$ cat src/rtl/alu_seq_pkg.sv
// Shared encodings for the MIPS execute sequencer: opcode/funct values,
// ALU control codes, FSM states and instruction kinds.
package alu_seq_pkg;

  localparam logic [5:0] OP_RTYPE = 6'h00;
  localparam logic [5:0] OP_BEQ   = 6'h04;
  localparam logic [5:0] OP_BNE   = 6'h05;
  localparam logic [5:0] OP_ADDI  = 6'h08;
  localparam logic [5:0] OP_ANDI  = 6'h0C;
  localparam logic [5:0] OP_ORI   = 6'h0D;

  localparam logic [5:0] FN_ADD = 6'h20;
  localparam logic [5:0] FN_SUB = 6'h22;
  localparam logic [5:0] FN_AND = 6'h24;
  localparam logic [5:0] FN_OR  = 6'h25;
  localparam logic [5:0] FN_SLT = 6'h2A;

  localparam logic [2:0] ALU_AND = 3'd0;
  localparam logic [2:0] ALU_OR  = 3'd1;
  localparam logic [2:0] ALU_ADD = 3'd2;
  localparam logic [2:0] ALU_SUB = 3'd6;
  localparam logic [2:0] ALU_SLT = 3'd7;

  typedef enum logic [1:0] {IDLE = 2'd0, EXEC = 2'd1, RESP = 2'd2} state_e;

  typedef enum logic [1:0] {
    K_RTYPE   = 2'd0,
    K_ITYPE   = 2'd1,
    K_BRANCH  = 2'd2,
    K_ILLEGAL = 2'd3
  } kind_e;

endpackage

$ cat src/rtl/alu_seq_decode.sv
// Combinational MIPS decode: instr -> ALU control, extended immediate, dest, kind.
// Define ALU_SEQ_BNE_EN to decode bne (0x05) as a branch; otherwise it is illegal.
module alu_seq_decode
  import alu_seq_pkg::*;
(
  input  logic [31:0] instr,
  output logic [2:0]  alu_control,
  output logic        use_imm,
  output logic [31:0] imm_ext,
  output logic [31:0] branch_offset,
  output logic [4:0]  dest,
  output logic [1:0]  kind,
  output logic        is_bne
);

  logic [5:0]  opcode_s;
  logic [5:0]  funct_s;
  logic [15:0] imm_s;

  assign opcode_s      = instr[31:26];
  assign funct_s       = instr[5:0];
  assign imm_s         = instr[15:0];
  assign branch_offset = {{14{imm_s[15]}}, imm_s, 2'b00};

  // Opcode/funct decode; unlisted encodings fall through as illegal
  always_comb begin
    alu_control = ALU_ADD;
    use_imm     = 1'b0;
    imm_ext     = {{16{imm_s[15]}}, imm_s};
    dest        = instr[15:11];
    kind        = K_ILLEGAL;
    is_bne      = 1'b0;
    case (opcode_s)
      OP_RTYPE: begin
        kind = K_RTYPE;
        case (funct_s)
          FN_ADD:  alu_control = ALU_ADD;
          FN_SUB:  alu_control = ALU_SUB;
          FN_AND:  alu_control = ALU_AND;
          FN_OR:   alu_control = ALU_OR;
          FN_SLT:  alu_control = ALU_SLT;
          default: kind = K_ILLEGAL;
        endcase
      end
      OP_ADDI: begin
        alu_control = ALU_ADD;
        use_imm     = 1'b1;
        dest        = instr[20:16];
        kind        = K_ITYPE;
      end
      OP_ANDI: begin
        alu_control = ALU_AND;
        use_imm     = 1'b1;
        imm_ext     = {16'h0000, imm_s};
        dest        = instr[20:16];
        kind        = K_ITYPE;
      end
      OP_ORI: begin
        alu_control = ALU_OR;
        use_imm     = 1'b1;
        imm_ext     = {16'h0000, imm_s};
        dest        = instr[20:16];
        kind        = K_ITYPE;
      end
      OP_BEQ: begin
        alu_control = ALU_SUB;
        kind        = K_BRANCH;
      end
`ifdef ALU_SEQ_BNE_EN
      OP_BNE: begin
        alu_control = ALU_SUB;
        kind        = K_BRANCH;
        is_bne      = 1'b1;
      end
`endif
      default: kind = K_ILLEGAL;
    endcase
  end

endmodule

$ cat src/rtl/alu_sequencer.sv
// Three-state execute controller driving the MIPS ALU and reporting writeback/branch.
// Optional bne support is enabled by defining ALU_SEQ_BNE_EN (see alu_seq_decode).
module alu_sequencer
  import alu_seq_pkg::*;
(
  input  logic        clk,
  input  logic        reset_n,
  input  logic        instr_valid,
  output logic        instr_ready,
  input  logic [31:0] instr,
  input  logic [31:0] rs_data,
  input  logic [31:0] rt_data,
  output logic [31:0] alu_operand_a,
  output logic [31:0] alu_operand_b,
  output logic [2:0]  alu_control,
  input  logic [31:0] alu_result,
  input  logic        alu_zero,
  output logic        wb_valid,
  output logic [4:0]  wb_reg,
  output logic [31:0] wb_data,
  output logic        branch_valid,
  output logic        branch_taken,
  output logic [31:0] branch_offset,
  output logic        illegal_op
);

  logic [2:0]  alu_control_s;
  logic        use_imm_s;
  logic [31:0] imm_ext_s;
  logic [31:0] branch_offset_s;
  logic [4:0]  dest_s;
  logic [1:0]  kind_s;
  logic        is_bne_s;

  state_e      state_r, next_state_s;
  logic        accept_s;
  logic        instr_ready_r;
  logic [31:0] operand_a_r, operand_b_r;
  logic [2:0]  alu_control_r;
  logic [4:0]  dest_r;
  logic [1:0]  kind_r;
  logic [31:0] offset_r;
  logic        bne_r;
  logic        wb_valid_r, branch_valid_r, branch_taken_r, illegal_r;
  logic [4:0]  wb_reg_r;
  logic [31:0] wb_data_r, branch_offset_r;

  alu_seq_decode u_decode (
    .instr         (instr),
    .alu_control   (alu_control_s),
    .use_imm       (use_imm_s),
    .imm_ext       (imm_ext_s),
    .branch_offset (branch_offset_s),
    .dest          (dest_s),
    .kind          (kind_s),
    .is_bne        (is_bne_s)
  );

  // Next-state logic; illegal instructions bypass EXEC
  always_comb begin
    next_state_s = state_r;
    accept_s     = 1'b0;
    case (state_r)
      IDLE: begin
        accept_s = instr_valid & instr_ready_r;
        if (accept_s) begin
          if (kind_s == K_ILLEGAL) next_state_s = RESP;
          else                     next_state_s = EXEC;
        end else begin
          next_state_s = IDLE;
        end
      end
      EXEC:    next_state_s = RESP;
      RESP:    next_state_s = IDLE;
      default: next_state_s = IDLE;
    endcase
  end

  // State register; ready is registered so it stays low throughout reset
  always_ff @(posedge clk or negedge reset_n) begin
    if (!reset_n) begin
      state_r       <= IDLE;
      instr_ready_r <= 1'b0;
    end else begin
      state_r       <= next_state_s;
      instr_ready_r <= (next_state_s == IDLE);
    end
  end

  // Capture decode and operands on accept; ALU inputs hold otherwise
  always_ff @(posedge clk or negedge reset_n) begin
    if (!reset_n) begin
      operand_a_r   <= 32'd0;
      operand_b_r   <= 32'd0;
      alu_control_r <= 3'd0;
      dest_r        <= 5'd0;
      kind_r        <= 2'd0;
      offset_r      <= 32'd0;
      bne_r         <= 1'b0;
    end else if (accept_s && (kind_s != K_ILLEGAL)) begin
      operand_a_r   <= rs_data;
      operand_b_r   <= use_imm_s ? imm_ext_s : rt_data;
      alu_control_r <= alu_control_s;
      dest_r        <= dest_s;
      kind_r        <= kind_s;
      offset_r      <= branch_offset_s;
      bne_r         <= is_bne_s;
    end
  end

  // Response pulses and result capture at the end of EXEC
  always_ff @(posedge clk or negedge reset_n) begin
    if (!reset_n) begin
      wb_valid_r      <= 1'b0;
      branch_valid_r  <= 1'b0;
      branch_taken_r  <= 1'b0;
      illegal_r       <= 1'b0;
      wb_reg_r        <= 5'd0;
      wb_data_r       <= 32'd0;
      branch_offset_r <= 32'd0;
    end else begin
      wb_valid_r     <= 1'b0;
      branch_valid_r <= 1'b0;
      illegal_r      <= accept_s && (kind_s == K_ILLEGAL);
      if (state_r == EXEC) begin
        if (kind_r == K_BRANCH) begin
          branch_valid_r  <= 1'b1;
          branch_taken_r  <= alu_zero ^ bne_r;
          branch_offset_r <= offset_r;
        end else begin
          wb_valid_r <= (dest_r != 5'd0);
          wb_reg_r   <= dest_r;
          wb_data_r  <= alu_result;
        end
      end
    end
  end

  assign instr_ready   = instr_ready_r;
  assign alu_operand_a = operand_a_r;
  assign alu_operand_b = operand_b_r;
  assign alu_control   = alu_control_r;
  assign wb_valid      = wb_valid_r;
  assign wb_reg        = wb_reg_r;
  assign wb_data       = wb_data_r;
  assign branch_valid  = branch_valid_r;
  assign branch_taken  = branch_taken_r;
  assign branch_offset = branch_offset_r;
  assign illegal_op    = illegal_r;

endmodule

$ cat config.mk
export PLATFORM = sky130hd
export DESIGN_NAME = alu_sequencer
export DESIGN_NICKNAME = d
export VERILOG_FILES = /design/src/rtl/alu_seq_pkg.sv /design/src/rtl/alu_seq_decode.sv /design/src/rtl/alu_sequencer.sv
export SDC_FILE = /design/constraint.sdc
export NUM_CORES = 1
export LEC_CHECK = 0
export CORE_MARGIN = 4
export CORE_UTILIZATION = 42
export CTS_BUF_LIST = sky130_fd_sc_hd__clkbuf_16
export DETAILED_ROUTE_END_ITERATION = 10
export GPL_TIMING_DRIVEN = 0
export PLACE_DENSITY = 0.82
export REMOVE_ABC_BUFFERS = 1
export SLEW_MARGIN = 25
export SYNTH_ARGS = -nofsm -noshare
export SYNTH_HDL_FRONTEND = slang
export SYNTH_SLANG_ARGS = --single-unit
$ cat constraint.sdc
create_clock -name clk -period 2 [get_ports clk]
set_input_delay 0.2 -clock clk [delete_from_list [all_inputs] [get_ports clk]]
set_output_delay 0.2 -clock clk [all_outputs]
set_load 0.01 [all_outputs]
==> results.md <==
* CTS tree: built
* Unique masters post-synth at 39
* Synth-to-Final Area Change at 56.9%
* Slew headroom at 60.2%
* Global route overflow at 0
* P per Cell Area at 1160 nW/um^2
* Kind of critical path: reg2reg
* Final hold viol count at 0
* Via Count at 4,509
* Total iterations of the first detailed-routing run at 4
* Die width at 130 um
* CTS sink count at 150
* Initial antenna violation count at 0
* EDFF count, synth at 0
* Hold path start: instr[2]
* Core footprint at 14,600 sq um
* Initial DRC count at 190
* Ys async rst share at 100%
* Placement-stage cell area at 9110 sq um
* Initial Utilization at 43.0%
* Worst Setup SP: state_r[1]
* Vias per cell at 5.04
* Dpl hpwl at 12,000 um
* Hold path cells at 2
* Dpl cells at 854
* Mapped Area at 6270 sq um
* Post-synthesis area per instance at 14.5 sq um
* Static leakage at 4.48 nW
* Most used DFF post-synth: dfrtp_1
* Least-Margin Pin Slew at 0.595 ns
* Global placement routability congestion at 0.812
* Inserted Clock Buffers at 17
* Tmin final at 1.89 ns
* Post-synthesis cell count at 432
* Fin crit share at 94.5%
* Crit path max fanout at 7
* # H-tree levels at 4
* Setup violations, final at 0
* Vias in the first global route at 4,922
* Worst-case clock buffer depth at 2
* VDD IR max at 707 uV
* Critical path arrival at 2.17 ns
* Root Driver: clkbuf_16
* Worst Slack Setup Final at 0.111 ns
* WL/cell at 18.4 um
* DIE HEIGHT at 130 um
* # Max-Cap Violations at 0
* Final Slew Violations at 0
* Status: complete, no violations
* Hold WS at 0.192 ns
* Fmax at 529 MHz
* CP Data Required Time at 2.28 ns
* Pre-CTS setup slack at -0.942 ns
* Pin count of the biggest net entering global routing at 78
* Commonest non-fill, non-tap cell in the layout: clkdlybuf4s50_1
* Yosys warns at 0
* Commonest non-fill, non-tap cells in the layout: clkdlybuf4s50_1 (262), dfrtp_1 (150), mux2_2 (125)
* Io pins at 273
* Clk_skew at 0.00992 ns
* TNS Setup at 0 ns
* Startpoint Class: flop
* Power Total at 11.5 mW
* Hold WC Path Type: in2reg
* DIE AREA at 17,000 sq um
* Num rows at 44
* Sequential share of the synthesized area at 59.8%
* IO Port Bufs at 265
* Worst skew pair latency at 0.41 ns
* RSZ-0062 raised after global routing: false
* GRT Total Usage at 19.3%
* Layout cell share with drive strength beyond 1 at 24.9%
* First-pass GRT wire length at 25,100 um
* Nets@finish at 831
* Reg2Reg Depth at 5
* Clock transition at the registers of the reported paths at 0.06 ns
* Diode count at 0
* Drt drc at 0
* FF-to-FF Start: state_r[1]
* Drt total wl at 16,500 um
* Final core utilization at 67.5%
* Critical Path End Type: flop
* #FFs+latches synth at 150
* Final cell count without fillers at 894
* Fin area at 9850 sq um
* Remaining antenna violation count after routing at 0
Yosys cell counts (2+ instances only):
| library cell | instances | area, sq um |
|---|---|---|
| mux2_2 | 125 | 1410 |
| nor3b_1 | 3 | 22.5 |
| clkbuf_1 | 4 | 15.0 |
| nor2_1 | 2 | 7.51 |
| or3_1 | 2 | 12.5 |
| a21oi_1 | 19 | 95.1 |
| nand2b_1 | 3 | 18.8 |
| buf_1 | 2 | 7.51 |
| dfrtp_1 | 150 | 3750 |
| buf_4 | 18 | 135 |
| inv_1 | 21 | 78.8 |
| a31oi_1 | 2 | 12.5 |
| o21ai_0 | 2 | 10.0 |
| mux2_1 | 21 | 236 |
| nor3_1 | 3 | 15.0 |
| mux2i_1 | 18 | 180 |
| buf_2 | 11 | 55.1 |
| nand2_1 | 5 | 18.8 |
layer usage:
metal  share of wire, %  track usage, %  vias up  routed length (um)
met5                  0               0        -                   0
met4                1.7            6.30        0                 279
met3                9.7            7.86       26                1600
met2                 53            34.2      189                8760
met1                 35            20.9     2251                5810
li1                   -               -     2043                   -
layout make-up:
type,count,area [sq um]
clock buffers,17,425
clock inverters,13,141
fillers,1028,4740
inverters,21,78.8
multi-input cells,228,2320
flip-flops and latches,150,3750
well taps,184,230
repair buffers,281,2900
report_power, final:
| part | switching (mW) | total [mW] | internal, mW |
|---|---|---|---|
| registers | 0.556 | 4.61 | 4.06 |
| clock network | 1.17 | 3.09 | 1.92 |
| logic | 1.37 | 3.76 | 2.39 |
worst paths after layout:
| path | end | slack, ns |
|---|---|---|
| min in group asynchronous | alu_operand_b[2] | 0.34 |
| max in group asynchronous | alu_operand_a[0] | 0.92 |
| worst min-delay path | offset_r[4] | 0.19 |
| worst max register to register | branch_offset[10] | 0.11 |
| worst max-delay path | branch_offset[10] | 0.11 |
| worst min register to register | alu_operand_a[27] | 0.48 |
what timing repair did:
action	in CTS	in global routing
cloned	2	0
hold buffers	1	0
setup endpoints to repair	88	86
resized for setup	3	7
pin swaps	3	2
hold endpoints to repair	73	0
buffers inserted	4	3
logic make-up (layout without fill, tap and decap cells):
family	count (synthesis)	count (layout)	share of synthesized area, %
muxes	164	164	29.1
DFF	150	150	59.8
buffers and inverters	57	332	4.83
AOI/OAI and AO/OA	32	32	3.29
and+or+nand+nor	28	30	2.93
other	1	2	0.0598
critical path, cell delays in order (launching register included):
cell and delay [ns]:
dfrtp_1 0.42, nand2b_1 0.25, nor3b_4 0.36, buf_4 0.23
buf_4 0.16, mux2_2 0.33
Note: power is estimated with default switching activity, not from simulation.
